--- config.mk ---
export PLATFORM = sky130hd
export DESIGN_NAME = tetris_move_sched
export DESIGN_NICKNAME = d
export VERILOG_FILES = /design/src/rtl/tetris_move_sched.sv
export SDC_FILE = /design/constraint.sdc
export NUM_CORES = 1
export LEC_CHECK = 0
export CORE_ASPECT_RATIO = 0.75
export CORE_UTILIZATION = 40
export CTS_CLUSTER_SIZE = 28
export DETAILED_ROUTE_END_ITERATION = 10
export PLACE_DENSITY_LB_ADDON = 0.1
export SLEW_MARGIN = 20
export SYNTH_ARGS = -nofsm -noshare
export SYNTH_HDL_FRONTEND = slang
export SYNTH_SLANG_ARGS = --single-unit
--- constraint.sdc ---
create_clock -name Clk -period 6.3 [get_ports Clk]
set_input_delay 0.945 -clock Clk [delete_from_list [all_inputs] [get_ports Clk]]
set_output_delay 0.945 -clock Clk [all_outputs]
set_load 0.05 [all_outputs]
--- src/rtl/tetris_move_sched.sv ---
// tetris_move_sched: input scheduler in front of the tetris core. Turns button edges
//   and a level-dependent gravity timer into one move command at a time (valid/ready),
//   and runs the idle/run/done game FSM. Tracks cleared lines and level.
// Ports: Clk/Reset (async, active-high); Start/Ack/game_over drive the FSM;
//   Left/Right/Down/Rot buttons; move_ready/move_valid/move_code command handshake;
//   lines_valid/lines_cnt line-clear reports; q_I/q_Run/q_Done one-hot state;
//   level and lines_total scores.
// Latency: button rise to move_valid is 2 cycles. Backpressure: move_code holds while
//   move_valid & !move_ready; later requests wait in one pending bit per command.
// Option: define TETRIS_AUTOREPEAT_EN to re-trigger a held Left/Right every REPEAT_DIV cycles.
module tetris_move_sched #(
  parameter int TICK_DIV   = 16,
  parameter int TICK_STEP  = 2,
  parameter int TICK_MIN   = 4,
  parameter int LEVEL_STEP = 4
`ifdef TETRIS_AUTOREPEAT_EN
  , parameter int REPEAT_DIV = 8
`endif
) (
  input  logic       Clk,
  input  logic       Reset,
  input  logic       Start,
  input  logic       Ack,
  input  logic       Left,
  input  logic       Right,
  input  logic       Down,
  input  logic       Rot,
  input  logic       move_ready,
  input  logic       game_over,
  input  logic       lines_valid,
  input  logic [2:0] lines_cnt,
  output logic       move_valid,
  output logic [2:0] move_code,
  output logic       q_I,
  output logic       q_Run,
  output logic       q_Done,
  output logic [3:0] level,
  output logic [7:0] lines_total
);

  localparam int CW = $clog2(TICK_DIV + 1);
  localparam int AW = $clog2(LEVEL_STEP + 5);

  localparam logic [2:0] C_NONE  = 3'd0;
  localparam logic [2:0] C_LEFT  = 3'd1;
  localparam logic [2:0] C_RIGHT = 3'd2;
  localparam logic [2:0] C_DOWN  = 3'd3;
  localparam logic [2:0] C_ROT   = 3'd4;
  localparam logic [2:0] C_GRAV  = 3'd5;

  typedef enum logic [2:0] {QI = 3'b001, QRUN = 3'b010, QDONE = 3'b100} state_t;

  state_t        state_q, state_d;
  logic [3:0]    btn_q, btn_d;      // previous {Rot, Down, Right, Left}
  logic [5:1]    pend_q, pend_d;    // one pending bit per command code
  logic          vld_q, vld_d;
  logic [2:0]    code_q, code_d;
  logic [CW-1:0] cnt_q, cnt_d;
  logic [3:0]    level_q, level_d;
  logic [7:0]    total_q, total_d;
  logic [AW-1:0] acc_q, acc_d;
`ifdef TETRIS_AUTOREPEAT_EN
  localparam int RW = $clog2(REPEAT_DIV + 1);
  logic [RW-1:0] rep_q, rep_d;
`endif

  logic [3:0]    rise;
  logic [5:1]    set, clr;
  logic [2:0]    sel, lcnt;
  logic [8:0]    tsum;
  logic [AW-1:0] asum;
  logic [15:0]   red;
  logic [CW-1:0] period;

  // Gravity period shrinks with level down to TICK_MIN; compared before subtracting
  // so a large level cannot wrap the period.
  assign red    = 16'(level_q) * 16'(TICK_STEP);
  assign period = (red + 16'(TICK_MIN) >= 16'(TICK_DIV)) ? CW'(TICK_MIN)
                                                         : CW'(16'(TICK_DIV) - red);

  always_comb begin
    state_d = state_q;
    btn_d   = {Rot, Down, Right, Left};
    pend_d  = pend_q;
    vld_d   = vld_q;
    code_d  = code_q;
    cnt_d   = cnt_q;
    level_d = level_q;
    total_d = total_q;
    acc_d   = acc_q;
`ifdef TETRIS_AUTOREPEAT_EN
    rep_d   = rep_q;
`endif
    rise = {Rot, Down, Right, Left} & ~btn_q;
    set  = '0;
    clr  = '0;
    sel  = C_NONE;
    lcnt = (lines_cnt > 3'd4) ? 3'd4 : lines_cnt;
    tsum = 9'(total_q) + 9'(lcnt);
    asum = acc_q + AW'(lcnt);

    case (state_q)
      QI: begin
        if (Start) begin
          state_d = QRUN;
          pend_d  = '0;
          vld_d   = 1'b0;
          code_d  = C_NONE;
          cnt_d   = CW'(TICK_DIV);
          level_d = '0;
          total_d = '0;
          acc_d   = '0;
`ifdef TETRIS_AUTOREPEAT_EN
          rep_d   = RW'(REPEAT_DIV);
`endif
        end
      end
      QRUN: begin
        if (game_over) begin
          state_d = QDONE;
          pend_d  = '0;
          vld_d   = 1'b0;
          code_d  = C_NONE;
        end else begin
          // Simultaneous Left and Right rises cancel each other.
          if (rise[0] & ~rise[1]) set[C_LEFT]  = 1'b1;
          if (rise[1] & ~rise[0]) set[C_RIGHT] = 1'b1;
          if (rise[2])            set[C_DOWN]  = 1'b1;
          if (rise[3])            set[C_ROT]   = 1'b1;
`ifdef TETRIS_AUTOREPEAT_EN
          // Counter runs only while exactly one of Left/Right stays held.
          if ((Left & ~Right & btn_q[0]) | (Right & ~Left & btn_q[1])) begin
            if (rep_q <= RW'(1)) begin
              rep_d = RW'(REPEAT_DIV);
              if (Left) set[C_LEFT]  = 1'b1;
              else      set[C_RIGHT] = 1'b1;
            end else begin
              rep_d = rep_q - RW'(1);
            end
          end else begin
            rep_d = RW'(REPEAT_DIV);
          end
`endif
          // Output slot free or being consumed: load highest-priority pending command.
          if (!vld_q || move_ready) begin
            if      (pend_q[C_ROT])   begin sel = C_ROT;   clr[C_ROT]   = 1'b1; end
            else if (pend_q[C_LEFT])  begin sel = C_LEFT;  clr[C_LEFT]  = 1'b1; end
            else if (pend_q[C_RIGHT]) begin sel = C_RIGHT; clr[C_RIGHT] = 1'b1; end
            else if (pend_q[C_DOWN])  begin sel = C_DOWN;  clr[C_DOWN]  = 1'b1; end
            else if (pend_q[C_GRAV])  begin sel = C_GRAV;  clr[C_GRAV]  = 1'b1; end
            vld_d  = (sel != C_NONE);
            code_d = sel;
          end
          // A soft drop replaces the gravity step and restarts its timer.
          if (sel == C_DOWN) begin
            clr[C_GRAV] = 1'b1;
            cnt_d       = period;
          end else if (cnt_q <= CW'(1)) begin
            set[C_GRAV] = 1'b1;
            cnt_d       = period;
          end else begin
            cnt_d = cnt_q - CW'(1);
          end
          // New requests win over a same-cycle issue so no edge is dropped.
          pend_d = (pend_q & ~clr) | set;
          if (lines_valid) begin
            total_d = tsum[8] ? 8'hFF : tsum[7:0];
            if (asum >= AW'(LEVEL_STEP)) begin
              acc_d = asum - AW'(LEVEL_STEP);
              if (level_q != 4'hF) level_d = level_q + 4'd1;
            end else begin
              acc_d = asum;
            end
          end
        end
      end
      QDONE: begin
        if (Ack) state_d = QI;
      end
      default: state_d = QI;
    endcase
  end

  always_ff @(posedge Clk or posedge Reset) begin
    if (Reset) begin
      state_q <= QI;
      btn_q   <= '0;
      pend_q  <= '0;
      vld_q   <= 1'b0;
      code_q  <= C_NONE;
      cnt_q   <= '0;
      level_q <= '0;
      total_q <= '0;
      acc_q   <= '0;
`ifdef TETRIS_AUTOREPEAT_EN
      rep_q   <= '0;
`endif
    end else begin
      state_q <= state_d;
      btn_q   <= btn_d;
      pend_q  <= pend_d;
      vld_q   <= vld_d;
      code_q  <= code_d;
      cnt_q   <= cnt_d;
      level_q <= level_d;
      total_q <= total_d;
      acc_q   <= acc_d;
`ifdef TETRIS_AUTOREPEAT_EN
      rep_q   <= rep_d;
`endif
    end
  end

  assign move_valid  = vld_q;
  assign move_code   = code_q;
  assign q_I         = (state_q == QI);
  assign q_Run       = (state_q == QRUN);
  assign q_Done      = (state_q == QDONE);
  assign level       = level_q;
  assign lines_total = total_q;

endmodule

==> impl_metrics.prom, run 1 <==
# TYPE chip_impl_metric gauge
chip_impl_metric{name="finalSetupTns",unit="ns"} 0
chip_impl_info{name="outcome",value="complete, no violations"} 1
chip_impl_metric{name="ys_types",unit=""} 47
chip_impl_metric{name="dr.pass1.iters",unit=""} 4
chip_impl_metric{name="finalClockSkew",unit="ns"} 0.01120
chip_impl_metric{name="synth_seq_area_share",unit="%"} 41.68
chip_impl_info{name="layout.cells.most_common",value="dfrtp_1"} 1
chip_impl_metric{name="static-leakage-power",unit="uW"} 0.001231
chip_impl_metric{name="post_synth_inst_count",unit=""} 242
chip_impl_metric{name="grt_pass1_wl",unit="mm"} 8.721
chip_impl_info{name="master_cell_of_the_clock_root_buffer",value="clkbuf_8"} 1
chip_impl_metric{name="drtIter0Drc",unit=""} 102
chip_impl_metric{name="critical_path.max_stage_delay",unit="ns"} 0.48
chip_impl_metric{name="number_of_antenna_violations_at_the_first_check_in_global_routing",unit=""} 0
chip_impl_metric{name="placedCellCount",unit=""} 343
chip_impl_metric{name="hold_buffers",unit=""} 0
chip_impl_metric{name="period_needed",unit="ns"} 3.305
chip_impl_metric{name="synthesis.nets",unit=""} 270
chip_impl_metric{name="via_count_of_the_first_global_routing_pass",unit=""} 1765
chip_impl_metric{name="n_antenna_cell",unit=""} 0
chip_impl_metric{name="cts.repair_timing.setup_buffer_count",unit=""} 0
chip_impl_metric{name="async_reset_ff_share",unit="%"} 100.0
chip_impl_info{name="crit_chain",value="clkdlybuf4s50_1, nor2b_1, ha_1, a211oi_1, o211ai_1, o31a_1, or4_1, nand3_1"} 1
chip_impl_metric{name="synth_enable_flop_cells",unit=""} 0
chip_impl_metric{name="drv.max_cap_violation_count",unit=""} 0
chip_impl_metric{name="hpwl",unit="mm"} 3.758
chip_impl_info{name="unrepaired_setup_endpoints_after_global_routing",value="no"} 1
chip_impl_metric{name="syn_area",unit="um^2"} 2225
chip_impl_metric{name="remaining_drc_errors",unit=""} 0
chip_impl_metric{name="via_per_inst",unit=""} 5.459
chip_impl_metric{name="biggest_fanout_along_the_worst_timing_path",unit=""} 5
chip_impl_metric{name="timing.max_slew.rel_slack",unit="%"} 57.49
chip_impl_metric{name="cts_max_path_buffers",unit=""} 2
chip_impl_metric{name="power.density",unit="nW/um^2"} 312.3
chip_impl_metric{name="timing.final.hold_violations",unit=""} 0
chip_impl_metric{name="io_pins",unit=""} 33
chip_impl_metric{name="ys.warnings.count",unit=""} 0
chip_impl_metric{name="initial_core_util",unit="%"} 41.56
chip_impl_info{name="worst-setup-path-type",value="primary input to register"} 1
chip_impl_metric{name="wirelength",unit="mm"} 5.134
chip_impl_metric{name="critPathRequiredTime",unit="ns"} 6.54
chip_impl_info{name="min_path_type",value="register to register"} 1
chip_impl_info{name="cpMaxStageDelayCell",value="clkdlybuf4s50_1"} 1
chip_impl_info{name="cts_tree",value="done"} 1
chip_impl_info{name="crit_path_capture_type",value="register"} 1
chip_impl_metric{name="globalplace.congestion",unit=""} 0.7595
chip_impl_metric{name="via_count",unit=""} 1916
chip_impl_metric{name="gr-total-overflow",unit=""} 0
chip_impl_metric{name="maxClockFrequency",unit="MHz"} 302.6
chip_impl_metric{name="postSynthRegisterBits",unit=""} 37
chip_impl_info{name="synth_top_flop_cell",value="dfrtp_1"} 1
chip_impl_metric{name="nNetsFinal",unit=""} 303
chip_impl_metric{name="fp.dieArea",unit="um^2"} 5867
chip_impl_metric{name="cts_made_buffers",unit=""} 5
chip_impl_metric{name="max_rail_drop_vdd",unit="mV"} 0.1420
chip_impl_metric{name="numClockSinks",unit=""} 37
chip_impl_metric{name="flow.area_growth_from_synthesis",unit="%"} 23.34
chip_impl_metric{name="maximum_number_of_pins_on_one_net_before_global_route_repair",unit=""} 38
chip_impl_metric{name="die_width",unit="um"} 88.11
chip_impl_metric{name="instances_no_fill",unit=""} 351
chip_impl_metric{name="clkTransAtPathRegs",unit="ns"} 0.08
chip_impl_metric{name="worstMarginPinSlew",unit="ns"} 0.6377
chip_impl_metric{name="insertion_delay",unit="ns"} 0.30
chip_impl_metric{name="maxSlewViolCount",unit=""} 0
chip_impl_metric{name="clock_tree.htree_level_count",unit=""} 2
chip_impl_info{name="layout_common_cells",value="dfrtp_1, clkdlybuf4s50_1, nand2_1"} 1
chip_impl_info{name="critical_path_launch_point_type",value="primary input"} 1
chip_impl_metric{name="track_usage",unit="%"} 20.16
chip_impl_metric{name="wl_per_cell",unit="um"} 14.63
chip_impl_metric{name="core-area",unit="um^2"} 5353
chip_impl_metric{name="final-setup-viol-count",unit=""} 0
chip_impl_metric{name="die_height",unit="um"} 66.59
chip_impl_metric{name="drive_above_1_share",unit="%"} 5.435
chip_impl_metric{name="finalCritPeriodShare",unit="%"} 52.46
chip_impl_metric{name="synth.avg_cell_area",unit="um^2"} 9.193
chip_impl_metric{name="critPathArrivalTime",unit="ns"} 3.55
chip_impl_metric{name="row_count",unit=""} 23
chip_impl_metric{name="post_cts.resized_instances",unit=""} 0
chip_impl_metric{name="buffer_ports.inserted",unit=""} 32
chip_impl_metric{name="ant_nets",unit=""} 0
worst paths after layout:
check | startpoint | endpoint | slack [ns] | cells after the start
min reg2reg | move_code[1] | move_code[1] | 0.48 | 2
max reg2reg | acc_q[0] | level[2] | 3.87 | 7
min in group asynchronous | Reset | btn_q[1] | 1.04 | 3
max | lines_cnt[2] | level[3] | 3.00 | 8
min | move_code[1] | move_code[1] | 0.48 | 2
max in group asynchronous | Reset | state_q[0] | 4.90 | 3
critical path: cells and delay by family:
kind                     cells  cell delay, ns
AND/OR/NAND/NOR              3            0.94
adder cells (fa/ha/maj)      1            0.33
buffers and inverters        1            0.48
AO/OA/AOI/OAI                3            0.86
stage by stage:
stage | utilization, % | cell area (um^2) | hold slack [ns] | total power (uW) | worst slack [ns]
CTS | 51.26 | 2744 | 0.4907 | 866.0 | 3.004
floorplan | - | 2225 | 0.4453 | 542.3 | 3.414
global placement | 49.02 | 2624 | 0.4689 | 637.7 | 2.756
finish | 51.26 | 2744 | 0.4807 | 857.0 | 2.995
global route | 51.26 | 2744 | 0.5092 | 917.9 | 2.812
detailed placement | 49.02 | 2624 | 0.4708 | 638.6 | 2.687
report_power, final:
group / switching [uW] / internal, uW
sequential: 39.4 / 270
combinational: 201 / 125
clock: 92.9 / 129
total: 333 / 524
layer usage:
metal | GRT usage [%] | part of all wire (%) | vias up
li1 | - | - | 950
met1 | 30.64 | 53 | 918
met2 | 27.33 | 40 | 40
met3 | 4.337 | 5.4 | 8
met4 | 7.863 | 1.7 | 0
met5 | 0 | 0 | -
registers in the layout, indices dropped and copies added (netlist names):
register / count
cnt_q: 5
move_code: 3
level: 4
lines_total: 8
pend_q: 5
move_valid: 1
acc_q: 4
state_q: 3
btn_q: 4
cell usage after synthesis (3+ instances only):
| library cell | count | area, um^2 |
|---|---|---|
| dfrtp_1 | 36 | 900.9 |
| nand2_1 | 26 | 97.59 |
| o21ai_0 | 23 | 115.1 |
| nor2_1 | 14 | 52.55 |
| a21oi_1 | 13 | 65.06 |
| ha_1 | 12 | 150.1 |
| inv_1 | 12 | 45.04 |
| a21o_1 | 10 | 75.07 |
| clkbuf_1 | 8 | 30.03 |
| nor3_1 | 8 | 40.04 |
| nand3_1 | 6 | 30.03 |
| nor2b_1 | 6 | 37.54 |
| a32o_1 | 5 | 50.05 |
| a31oi_1 | 4 | 25.02 |
| or4_1 | 4 | 30.03 |
| a22o_1 | 3 | 26.28 |
| and3_1 | 3 | 18.77 |
| nand3b_1 | 3 | 22.52 |
| o211ai_1 | 3 | 22.52 |
| o31ai_1 | 3 | 22.52 |
area by class of cell:
| cell class | count | area, um^2 |
|---|---|---|
| clock buffers | 6 | 82.58 |
| clock inverters | 2 | 37.54 |
| fillers | 514 | 2609 |
| inverters | 12 | 45.04 |
| multi-input cells | 185 | 1222 |
| flip-flops and latches | 37 | 927.1 |
| well taps | 75 | 93.84 |
| repair buffers | 34 | 335.3 |
cell families after synthesis:
kind of cell               Yosys count  share of synthesized area [%]
DFF                                 37                          41.68
xor gates and xnor gates             3                          1.181
buffers and inverters               20                          3.374
AOI/OAI and AO/OA                   76                          22.38
adders and majority gates           14                          8.549
and+or+nand+nor                     90                          21.93
muxes                                2                         0.8999
(Power assumes the default switching activity.)
==> inputs of run 2 (changes only) <==
Clock period 6.3 ns to 3.4 ns, I/O delays scaled along.
==> impl_metrics.prom, run 2 (synthesis gave the netlist of run 1 again) <==
# TYPE chip_impl_metric gauge
chip_impl_metric{name="biggest_fanout_along_the_worst_timing_path",unit=""} 5
chip_impl_metric{name="wirelength",unit="mm"} 5.125
chip_impl_metric{name="globalplace.congestion",unit=""} 0.7590
chip_impl_metric{name="final-setup-viol-count",unit=""} 0
chip_impl_info{name="hold_start",value="move_code[0]"} 1
chip_impl_metric{name="flow.area_growth_from_synthesis",unit="%"} 21.99
chip_impl_metric{name="track_usage",unit="%"} 19.73
chip_impl_info{name="cp_top_family",value="simple AND/OR/NAND/NOR gates"} 1
chip_impl_metric{name="cts_made_buffers",unit=""} 5
chip_impl_metric{name="timing.max_slew.rel_slack",unit="%"} 58.42
chip_impl_metric{name="flip_flop_count_of_the_largest_register_all_copies_and_words_added",unit=""} 8
chip_impl_metric{name="remaining_drc_errors",unit=""} 0
chip_impl_info{name="worst-setup-path-type",value="primary input to register"} 1
chip_impl_metric{name="critPathRequiredTime",unit="ns"} 3.63
chip_impl_metric{name="power.total",unit="uW"} 1501
chip_impl_metric{name="numClockSinks",unit=""} 37
chip_impl_metric{name="insertion_delay",unit="ns"} 0.30
chip_impl_info{name="worstReg2RegStart",value="acc_q[0]"} 1
chip_impl_info{name="cts_tree",value="done"} 1
chip_impl_metric{name="gr-total-overflow",unit=""} 0
chip_impl_metric{name="drive_above_1_share",unit="%"} 4.710
chip_impl_info{name="top_usage_layer",value="met1"} 1
chip_impl_info{name="outcome",value="complete, no violations"} 1
chip_impl_info{name="layout.cells.most_common",value="dfrtp_1"} 1
chip_impl_metric{name="drtIter0Drc",unit=""} 149
chip_impl_metric{name="maximum_number_of_pins_on_one_net_before_global_route_repair",unit=""} 38
chip_impl_metric{name="io_pins",unit=""} 33
chip_impl_metric{name="via_per_inst",unit=""} 5.353
chip_impl_metric{name="finalSetupTns",unit="ns"} 0
chip_impl_metric{name="cts_max_path_buffers",unit=""} 2
chip_impl_metric{name="grt_pass1_wl",unit="mm"} 8.556
chip_impl_info{name="crit_chain",value="clkdlybuf4s50_1, nor2b_1, ha_1, a211oi_1, o211ai_1, o31a_1, or4_1, nand3_1"} 1
chip_impl_info{name="critical_path_launch_point_type",value="primary input"} 1
chip_impl_metric{name="cts.repair_timing.setup_buffer_count",unit=""} 0
chip_impl_metric{name="die_width",unit="um"} 88.11
chip_impl_metric{name="fp.dieArea",unit="um^2"} 5867
chip_impl_metric{name="finalClockSkew",unit="ns"} 0.008223
chip_impl_metric{name="critical_path.n_buffers_inverters",unit=""} 1
chip_impl_info{name="master_cell_of_the_clock_root_buffer",value="clkbuf_8"} 1
chip_impl_metric{name="finalCritPeriodShare",unit="%"} 84.97
chip_impl_info{name="min_path_type",value="register to register"} 1
chip_impl_metric{name="via_count",unit=""} 1879
chip_impl_info{name="unrepaired_setup_endpoints_after_global_routing",value="no"} 1
chip_impl_metric{name="core-area",unit="um^2"} 5353
chip_impl_metric{name="via_count_of_the_first_global_routing_pass",unit=""} 1680
chip_impl_metric{name="globalRouteMet1Util",unit="%"} 31.81
chip_impl_metric{name="maxClockFrequency",unit="MHz"} 346.1
chip_impl_metric{name="dr.pass1.iters",unit=""} 4
chip_impl_metric{name="number_of_antenna_violations_at_the_first_check_in_global_routing",unit=""} 0
chip_impl_metric{name="critical_path.max_stage_delay",unit="ns"} 0.49
chip_impl_metric{name="hold_buffers",unit=""} 0
chip_impl_info{name="crit_path_capture_type",value="register"} 1
chip_impl_metric{name="groute.layer.met2.usage",unit="%"} 25.00
chip_impl_info{name="layout_common_cells",value="dfrtp_1, clkdlybuf4s50_1, nand2_1"} 1
chip_impl_metric{name="period_needed",unit="ns"} 2.889
chip_impl_metric{name="initial_core_util",unit="%"} 41.56
chip_impl_metric{name="post_cts.resized_instances",unit=""} 0
chip_impl_info{name="cpMaxStageDelayCell",value="or4_1"} 1
chip_impl_metric{name="buffer_ports.inserted",unit=""} 32
chip_impl_metric{name="n_antenna_cell",unit=""} 0
chip_impl_metric{name="ant_nets",unit=""} 0
chip_impl_metric{name="hold-worst-slack",unit="ns"} 0.4809
chip_impl_metric{name="critPathArrivalTime",unit="ns"} 3.12
chip_impl_metric{name="gr-usage-met3",unit="%"} 4.461
chip_impl_metric{name="static-leakage-power",unit="uW"} 0.001219
chip_impl_metric{name="wl_per_cell",unit="um"} 14.60
chip_impl_metric{name="worstMarginPinSlew",unit="ns"} 0.6237
chip_impl_metric{name="power.density",unit="nW/um^2"} 553.2
chip_impl_metric{name="die_height",unit="um"} 66.59
chip_impl_metric{name="max_rail_drop_vdd",unit="mV"} 0.2607
chip_impl_metric{name="hpwl",unit="mm"} 3.751
chip_impl_metric{name="drv.max_cap_violation_count",unit=""} 0
chip_impl_metric{name="row_count",unit=""} 23
chip_impl_metric{name="maxSlewViolCount",unit=""} 0
chip_impl_metric{name="nNetsFinal",unit=""} 303
chip_impl_info{name="crit_path_start",value="lines_cnt[2]"} 1
chip_impl_metric{name="clkTransAtPathRegs",unit="ns"} 0.07
chip_impl_metric{name="timing.final.hold_violations",unit=""} 0
chip_impl_metric{name="clock_tree.htree_level_count",unit=""} 2
-- run 2: cell types whose count changed in the layout (fill, tap and decap cells not counted), sizes merged --
cell      before  now
clkbuf         6    8
bufinv         1    0
clkinvlp       1    0
-- run 2: stage by stage --
| step | cell area, um^2 | setup slack (ns) | util, % | cells |
|---|---|---|---|---|
| 2_1_floorplan | 2225 | 0.9494 | - | 242 |
| 3_3_place_gp | 2624 | 0.2914 | 49.02 | 343 |
| 3_5_place_dp | 2624 | 0.2161 | 49.02 | 343 |
| 4_1_cts | 2714 | 0.5213 | 50.70 | 351 |
| 5_1_grt | 2714 | 0.3667 | 50.70 | 351 |
| 6_report | 2714 | 0.5110 | 50.70 | 351 |
-- run 2: where the power goes --
group / switching [uW] / internal (uW)
Clock: 161 / 166
Sequential: 73.9 / 500
Combinational: 368 / 232
-- run 2: worst paths after layout --
| kind | slack [ns] | endpoint | cells past startpoint |
|---|---|---|---|
| min in group asynchronous | 0.62 | btn_q[1] | 3 |
| max | 0.51 | level[3] | 8 |
| min | 0.48 | move_code[0] | 2 |
| max reg2reg | 0.98 | level[3] | 7 |
| min reg2reg | 0.48 | move_code[0] | 2 |
| max in group asynchronous | 2.43 | state_q[0] | 3 |
-- run 2: metal layers --
layer / vias up / routed length (um)
met5: - / 0
met3: 5 / 304
met2: 48 / 2043
met1: 878 / 2738
met4: 0 / 39
li1: 948 / -
-- run 2: worst min-delay path, delay by kind of cell, from the launching register on --
kind / cells / cell delay, ns
AO/OA/AOI/OAI: 1 / 0.06
AND/OR/NAND/NOR: 1 / 0.04
flip-flops: 1 / 0.35
-- run 2: cell type report --
| class | instances | area, um^2 |
|---|---|---|
| multi-input combinational | 185 | 1222 |
| inverter | 12 | 45.04 |
| tap | 75 | 93.84 |
| timing repair buffer | 34 | 335.3 |
| clock buffer | 8 | 90.09 |
| sequential | 37 | 927.1 |
| fill | 514 | 2639 |
